==> src/rtl/id_dispatch_queue_pkg.sv <==
// Shared types for the decode->dispatch queue.
// ID_DISPATCH_QUEUE_PERF_EN adds the performance-counter struct.
package id_dispatch_queue_pkg;

  typedef struct packed {
    logic [31:0] pc;
    logic [31:0] instr;
    logic [4:0]  rd;
    logic [3:0]  fu_sel;
  } id_dispatch_t;

`ifdef ID_DISPATCH_QUEUE_PERF_EN
  typedef struct packed {
    logic [31:0] full_cyc;
    logic [31:0] flush_cnt;
  } dq_perf_t;
`endif

  // Lane masks are at most 4 wide; callers zero-extend narrower masks.
  function automatic logic [2:0] lane_popcount(input logic [3:0] mask);
    logic [2:0] n;
    n = '0;
    for (int unsigned i = 0; i < 4; i++) begin
      n = n + {2'b00, mask[i]};
    end
    return n;
  endfunction

endpackage

==> src/rtl/id_dispatch_ring.sv <==
// Ring storage for id_dispatch_queue: ISSUE_W write ports at wr_ptr+i and
// ISSUE_W combinational read ports at rd_ptr+i, indices wrapping mod DEPTH.
module id_dispatch_ring
  import id_dispatch_queue_pkg::*;
#(
  parameter int unsigned ISSUE_W = 2,
  parameter int unsigned DEPTH   = 8,
  parameter int unsigned PTR_W   = $clog2(DEPTH)
) (
  input  logic                       clk,
  input  logic [PTR_W-1:0]           wr_ptr,
  input  logic [ISSUE_W-1:0]         wr_en,
  input  id_dispatch_t [ISSUE_W-1:0] wr_data,
  input  logic [PTR_W-1:0]           rd_ptr,
  output id_dispatch_t [ISSUE_W-1:0] rd_data
);

  id_dispatch_t mem [DEPTH];

  // Index expressions stay PTR_W wide so lanes straddling DEPTH-1 wrap to 0.
  always_ff @(posedge clk) begin
    for (int unsigned i = 0; i < ISSUE_W; i++) begin
      if (wr_en[i]) mem[wr_ptr + PTR_W'(i)] <= wr_data[i];
    end
  end

  always_comb begin
    for (int unsigned i = 0; i < ISSUE_W; i++) begin
      rd_data[i] = mem[rd_ptr + PTR_W'(i)];
    end
  end

endmodule

==> src/rtl/id_dispatch_queue.sv <==
// In-order DEPTH-entry decode->dispatch queue, ISSUE_W lanes in and out.
// ID_DISPATCH_QUEUE_PERF_EN adds saturating full-cycle and flush counters.
module id_dispatch_queue
  import id_dispatch_queue_pkg::*;
#(
  parameter int unsigned ISSUE_W = 2,
  parameter int unsigned DEPTH   = 8
) (
  input  logic                         clk,
  input  logic                         rst,
  input  logic                         exception_flush,
  input  logic                         branch_flush,
  input  logic [ISSUE_W-1:0]           in_valid,
  input  id_dispatch_t [ISSUE_W-1:0]   in_data,
  output logic                         in_ready,
  output logic [ISSUE_W-1:0]           out_valid,
  output id_dispatch_t [ISSUE_W-1:0]   out_data,
  input  logic [$clog2(ISSUE_W+1)-1:0] out_pop_cnt
`ifdef ID_DISPATCH_QUEUE_PERF_EN
  ,
  output logic [31:0]                  perf_full_cyc,
  output logic [31:0]                  perf_flush_cnt
`endif
);

  localparam int unsigned PTR_W = $clog2(DEPTH);
  localparam int unsigned CNT_W = $clog2(DEPTH + 1);
  localparam int unsigned POP_W = $clog2(ISSUE_W + 1);

  logic [PTR_W-1:0]           head, tail;
  logic [CNT_W-1:0]           count;
  logic [POP_W-1:0]           push_n, pop_n;
  logic [ISSUE_W-1:0]         wr_en;
  logic                       flush;
  id_dispatch_t [ISSUE_W-1:0] rd_data;

  assign flush = exception_flush | branch_flush;
  assign pop_n = out_pop_cnt;

  // Registered count only: keeps out_pop_cnt off the in_ready path.
  assign in_ready = !rst && ((CNT_W'(DEPTH) - count) >= CNT_W'(ISSUE_W));

  always_comb begin
    push_n = '0;
    wr_en  = '0;
    if (in_ready) begin
      push_n = POP_W'(lane_popcount(4'(in_valid)));
    end
    for (int unsigned i = 0; i < ISSUE_W; i++) begin
      wr_en[i] = !flush && (POP_W'(i) < push_n);
    end
  end

  always_ff @(posedge clk or posedge rst) begin
    if (rst) begin
      head  <= '0;
      tail  <= '0;
      count <= '0;
    end else if (flush) begin
      head  <= '0;
      tail  <= '0;
      count <= '0;
    end else begin
      head  <= head + PTR_W'(pop_n);
      tail  <= tail + PTR_W'(push_n);
      count <= count + CNT_W'(push_n) - CNT_W'(pop_n);
    end
  end

  id_dispatch_ring #(
    .ISSUE_W (ISSUE_W),
    .DEPTH   (DEPTH),
    .PTR_W   (PTR_W)
  ) u_ring (
    .clk     (clk),
    .wr_ptr  (tail),
    .wr_en   (wr_en),
    .wr_data (in_data),
    .rd_ptr  (head),
    .rd_data (rd_data)
  );

  always_comb begin
    for (int unsigned i = 0; i < ISSUE_W; i++) begin
      out_valid[i] = count > CNT_W'(i);
      out_data[i]  = out_valid[i] ? rd_data[i] : '0;
    end
  end

`ifdef ID_DISPATCH_QUEUE_PERF_EN
  dq_perf_t perf;

  always_ff @(posedge clk or posedge rst) begin
    if (rst) begin
      perf <= '0;
    end else begin
      if (!in_ready && perf.full_cyc != '1) perf.full_cyc <= perf.full_cyc + 32'd1;
      if (flush && perf.flush_cnt != '1)    perf.flush_cnt <= perf.flush_cnt + 32'd1;
    end
  end

  assign perf_full_cyc  = perf.full_cyc;
  assign perf_flush_cnt = perf.flush_cnt;
`endif

  a_pop_le_count: assert property (@(posedge clk) disable iff (rst)
    CNT_W'(pop_n) <= count);
  a_pop_le_lanes: assert property (@(posedge clk) disable iff (rst)
    pop_n <= POP_W'(ISSUE_W));
  a_in_valid_contig: assert property (@(posedge clk) disable iff (rst)
    (in_valid & (in_valid + ISSUE_W'(1))) == '0);

endmodule

==> config.mk <==
export PLATFORM = sky130hd
export DESIGN_NAME = id_dispatch_queue
export DESIGN_NICKNAME = d
export VERILOG_FILES = /design/src/rtl/id_dispatch_queue_pkg.sv /design/src/rtl/id_dispatch_ring.sv /design/src/rtl/id_dispatch_queue.sv
export SDC_FILE = /design/constraint.sdc
export NUM_CORES = 1
export LEC_CHECK = 0
export CORE_UTILIZATION = 30
export DETAILED_ROUTE_END_ITERATION = 8
export GPL_TIMING_DRIVEN = 0
export SYNTH_ARGS = -nofsm -noshare
export SYNTH_HDL_FRONTEND = slang
export SYNTH_SLANG_ARGS = --single-unit
==> constraint.sdc <==
create_clock -name clk -period 13.3 [get_ports clk]
set_input_delay 1.995 -clock clk [delete_from_list [all_inputs] [get_ports clk]]
set_output_delay 1.995 -clock clk [all_outputs]
set_load 0.02 [all_outputs]
* Yosys cells after proc, flatten, opt, wreduce, memory -nomap -nowiden
Memories as Yosys holds them, arrays and structs flattened. Cells that the tools add are included.
Cells by class: $add $sub $neg 8, magnitude comparators 5, mux-type cells 10, bitwise logic cells 1, reductions and logical operators 5
Operator list (number):
- 73-bit two-way mux | 2
- 4-bit by 1-bit greater-than comparator with 1-bit output, second input constant | 2
- 3-bit by 1-bit adder with 3-bit output, second input constant | 2
- 3-bit by 2-bit adder with 3-bit output | 2
- 3-bit two-way mux | 2
- 4-bit by 2-bit adder with 4-bit output | 1
- 4-bit by 2-bit greater-or-equal comparator with 1-bit output, second input constant | 1
- 1-bit by 2-bit < comparator with 1-bit output, first input constant | 2
- 1-bit two-way mux | 4
- 4-bit two-way mux | 1
- 4-bit by 2-bit subtractor with 4-bit output | 1
- 4-bit subtractor, first input constant | 1
- 1-bit logical AND | 3
- 1-bit by 1-bit adder with 2-bit output | 1
- 1-bit zero test | 2
- 2-bit two-way mux | 1
- 1-bit bitwise OR | 1
Word-level totals: flip-flop bits (word level) 10, memory bits (writable) 584, input bits 154, output and inout bits 149, logic and storage cells 33, memories 1
Memory list:
- u_ring.mem | words 8, width 73, read ports 2, clocked after memory_dff 0, wr ports 2, line id_dispatch_ring.sv:18 | id_dispatch_t mem [DEPTH];

* Logic depth before layout (Yosys ltp)
word-level depth 8, gate-level depth with buffers 14, mapped depth without buffers 13

* By module
From an unflattened synthesis, not the netlist that was laid out.
Unflattened totals: cell total of the unflattened synthesis 2518, area total of the unflattened synthesis 36108.4 µm²
By module, submodules not included:
- id_dispatch_ring | times used 1, cells an instance 2290, area each 34408.0 µm², sequential area each 17536.8 µm²
- id_dispatch_queue | times used 1, cells an instance 228, area each 1700.4 µm², sequential area each 250.2 µm²

* Worst setup path before layout
Ideal clock, no wire load.
kind input to register, start point in in_valid[0], end point mem u_ring.mem[1][0] (netlist name) (enable), library setup time 505 ps, arrival 5808 ps, required time 12795 ps, path slack 6987 ps, cell stages on the path 4, buffers on the path 0, path through ha_1 nor3b_1 a22oi_1 nor2_1
RTL lines:
- start: declaration | line id_dispatch_queue.sv:13 | input logic [ISSUE_W-1:0] in_valid,
- end: declaration | line id_dispatch_ring.sv:18

==> impl_metrics.tcl <==
set metrics [dict create \
    yosysUniqueCellTypes 36 \
    syn_inst 2103 \
    holdCritPathClass "reg -> reg" \
    hold_start "head[0]$_DFF_PP0_" \
    postCtsSetupRepairBufs 0 \
    critPathKind "reg -> out" \
    synth.area.top_cells "edfxtp_1 51%, mux4_2 19%, mux2_2 13%, mux2_1 6.4%, mux2i_1 2.1%" \
    grt_max_degree 24 \
    utilization_pct 37.32 \
    htree_levels 3 \
    finClkSkew_ns 0.04003 \
    yosysWarnings 0 \
    gp_congestion 0.7873 \
    post-synth-top-area-fraction_pct 51.06 \
    cp_slowest_stage_delay_ns 0.71 \
    clock-sinks 594 \
    arrival_ns 4.52 \
    remaining_drc_errors 0 \
    initialDrtViolationCount 2018 \
    max_freq_mhz 153.5 \
    synth-main-ff-cell "edfxtp_1" \
    gr-max-usage-layer "met2" \
    clk_pin_slew_worst_paths_ns 0.06 \
    fp.dieArea_um2 115800 \
    grt_util_met3_pct 5.083 \
    power_mw 5.140 \
    synth_top_area_cell "edfxtp_1" \
    reg2reg_slack_ns 9.53 \
    core-area_um2 113000 \
    use_met2_pct 34.16 \
    power.share.combinational_pct 22.4 \
    hold_depth 2 \
    multi_input_area_um2 15870 \
    vdd_drop_max_uv 75.69 \
    yosys.area_share.simple_pct 3.286 \
    rsz0062_at_grt "false" \
    maxSlewViolCount 0 \
    clk_latency_ns 0.65 \
    crit_path_end_kind "output port" \
    synthMuxAreaShare_pct 40.42 \
    nFillCells 10550 \
    antenna_left 0 \
    wl_per_cell_um 29.40 \
    grt_usage_pct 20.33 \
    path_max_fanout 10 \
    grt_pass1_vias 23890 \
    final-instance-count-excl-fill 4067 \
    holdBufCountCts 0 \
    grt_pass1_wl_um 169900 \
    synth-compound-area-share_pct 1.333 \
    drv_cap 0 \
    cts_tree "built" \
    cts-buffers-inserted 71 \
    area_delta_synth_final_pct 22.74 \
    outcome "complete, no violations" \
    async_flop_share_pct 1.684 \
    wl_um 119600 \
    pre_cts_ws_ns 6.955 \
    synthTopCellsByCount "584 x edfxtp_1, 390 x mux2_2, 292 x mux4_2" \
    die_w_um 340.4 \
    start_util_pct 30.40 \
    drive_above_1_share_pct 35.56 \
    grt_overflow 0 \
    rr_endpoint "u_ring.mem[6][13]$_DFFE_PP_" \
    dr.pass1.iters 5 \
    synth_nets 2275 \
    critPathLaunchType "flip-flop" \
    swShare_pct 28.49 \
    r2r-start "count[0]$_DFF_PP0_" \
    fin_ws_ns 6.785 \
    ios 303 \
    yosysSeqAreaShare_pct 51.79 \
    p_per_area_nw_per_um2 121.9 \
    row_count 123 \
    hpwl_um 80700 \
    synth_top_family_by_area "multiplexers" \
    cts_root_buf "clkbuf_16" \
    syn_area_per_cell_um2 16.33 \
    power.switching_mw 1.465 \
    min_period_ns 6.515 \
    dp_cells 3933 \
    slew_headroom_pct 15.22 \
    synth_fa_ha_area_share_pct 0.7432 \
    clockPowerShare_pct 37.0 \
    synth_xor_area_share_pct 0.2040 \
    crit_chain "clkbuf_1 -> buf_2 -> clkbuf_1 -> buf_8 -> clkbuf_1 -> mux4_2 -> nand2_1 -> a21oi_1 -> clkdlybuf4s50_1" \
    hold_path_end "head[0]$_DFF_PP0_" \
    io_buffers 302 \
    cp_slowest_cell "clkdlybuf4s50_1" \
    p_seq_share_pct 40.6 \
    leakagePower_nw 13.33 \
    nets 2679 \
    synth_edf_count 584 \
    cts_resized 0 \
    internal_power_mw 3.676 \
    worstMarginPinSlew_ns 1.272 \
    clockBufferDepth 3 \
    routed_via_density 5.486 \
    die_h_um 340.4 \
    setup_tns_ns 0 \
    cp.required_ns 11.31 \
    vias 22310 \
    ff2ff_path_depth 9 \
    synth.most_common_cell "edfxtp_1" \
    syn-cell-area_um2 34350 \
    gr-usage-met1_pct 25.27 \
    period_share_pct 48.98 \
    seqCellArea_um2 17790 \
    antenna_found_initial 32 \
    path_common_cell "clkbuf_1" \
    setup_violations 0 \
    ys_seq_elements 594 \
    hold_violations 0 \
]
-- power groups by stage --
stage	clock (mW)	combinational, mW	sequential (mW)
finish	1.90	1.15	2.09
global route	2.00	1.22	2.09
CTS	1.93	1.16	2.09
detailed placement	0	1.16	2.13
global placement	0	1.14	2.13
floorplan	0	0.589	2.12
-- metal layers --
metal  vias up  part of all wire, %
met1     11720                   40
met5         -                 0.18
met3       222                  8.2
met4        32                  2.7
li1       9352                    -
met2       981                   49
-- flip-flops by register name (all words and copies together) (netlist names) --
register	count
count	4
head	3
tail	3
u_ring.mem	584
-- worst max path at each step --
stage,cells past startpoint,slack [ns],end,start
final,9,6.79,out_data[95],head[0]$_DFF_PP0_
after global routing,7,6.53,out_data[91],head[1]$_DFF_PP0_
after CTS,8,6.24,out_data[91],head[0]$_DFF_PP0_
after detailed placement,8,6.95,out_data[91],head[0]$_DFF_PP0_
after global placement,5,1.80,u_ring.mem[4][8]$_DFFE_PP_,branch_flush
after floorplan,4,6.99,u_ring.mem[1][0]$_DFFE_PP_,in_valid[0]
-- cell type report --
| class | instances | area share [%] |
|---|---|---|
| inverters | 11 | 0.09794 |
| clock buffers | 85 | 4.491 |
| multi-input cells | 1335 | 37.65 |
| plain buffers | 163 | 1.713 |
| repair buffers | 331 | 8.574 |
| diodes | 11 | 0.06530 |
| well taps | 1500 | 4.452 |
| flip-flops and latches | 594 | 42.19 |
| clock inverters | 37 | 0.7687 |
-- worst max-delay path, delay by kind of cell (launching register included) --
family / cells / cell delay (ns)
buf+inv: 6 / 2.67
flops: 1 / 0.39
mux: 1 / 0.36
compound gates: 1 / 0.36
simple gates: 1 / 0.06
-- placed cells by master, fill, tap and decap left out, drive strengths merged, types with 10 or more instances in the layout --
cell / n
dfrtp: 10
ha: 14
diode: 11
clkinv: 25
inv: 14
mux2: 584
edfxtp: 584
buf: 134
clkbuf: 143
nand2: 148
clkdlybuf4s50: 302
nor2: 96
mux4: 292
mux2i: 73
a21oi: 75
-- per-stage QoR --
stage,hold slack (ns),area [µm²]
after floorplan,0.5885,34350
after global placement,0.6393,39250
after detailed placement,0.6593,39900
after CTS,0.6718,42110
after global routing,0.7083,42150
final,0.6601,42160
-- kinds of logic (layout without fill, tap and decap cells) --
family	count (synthesis)	in the layout
other	0	11
muxes	949	949
and+or+nand+nor	274	274
AOI/OAI and AO/OA	86	86
buffers and inverters	174	627
DFF	594	594
xor gates and xnor gates	8	8
adders and majority gates	18	18
(Power assumes the default switching activity.)
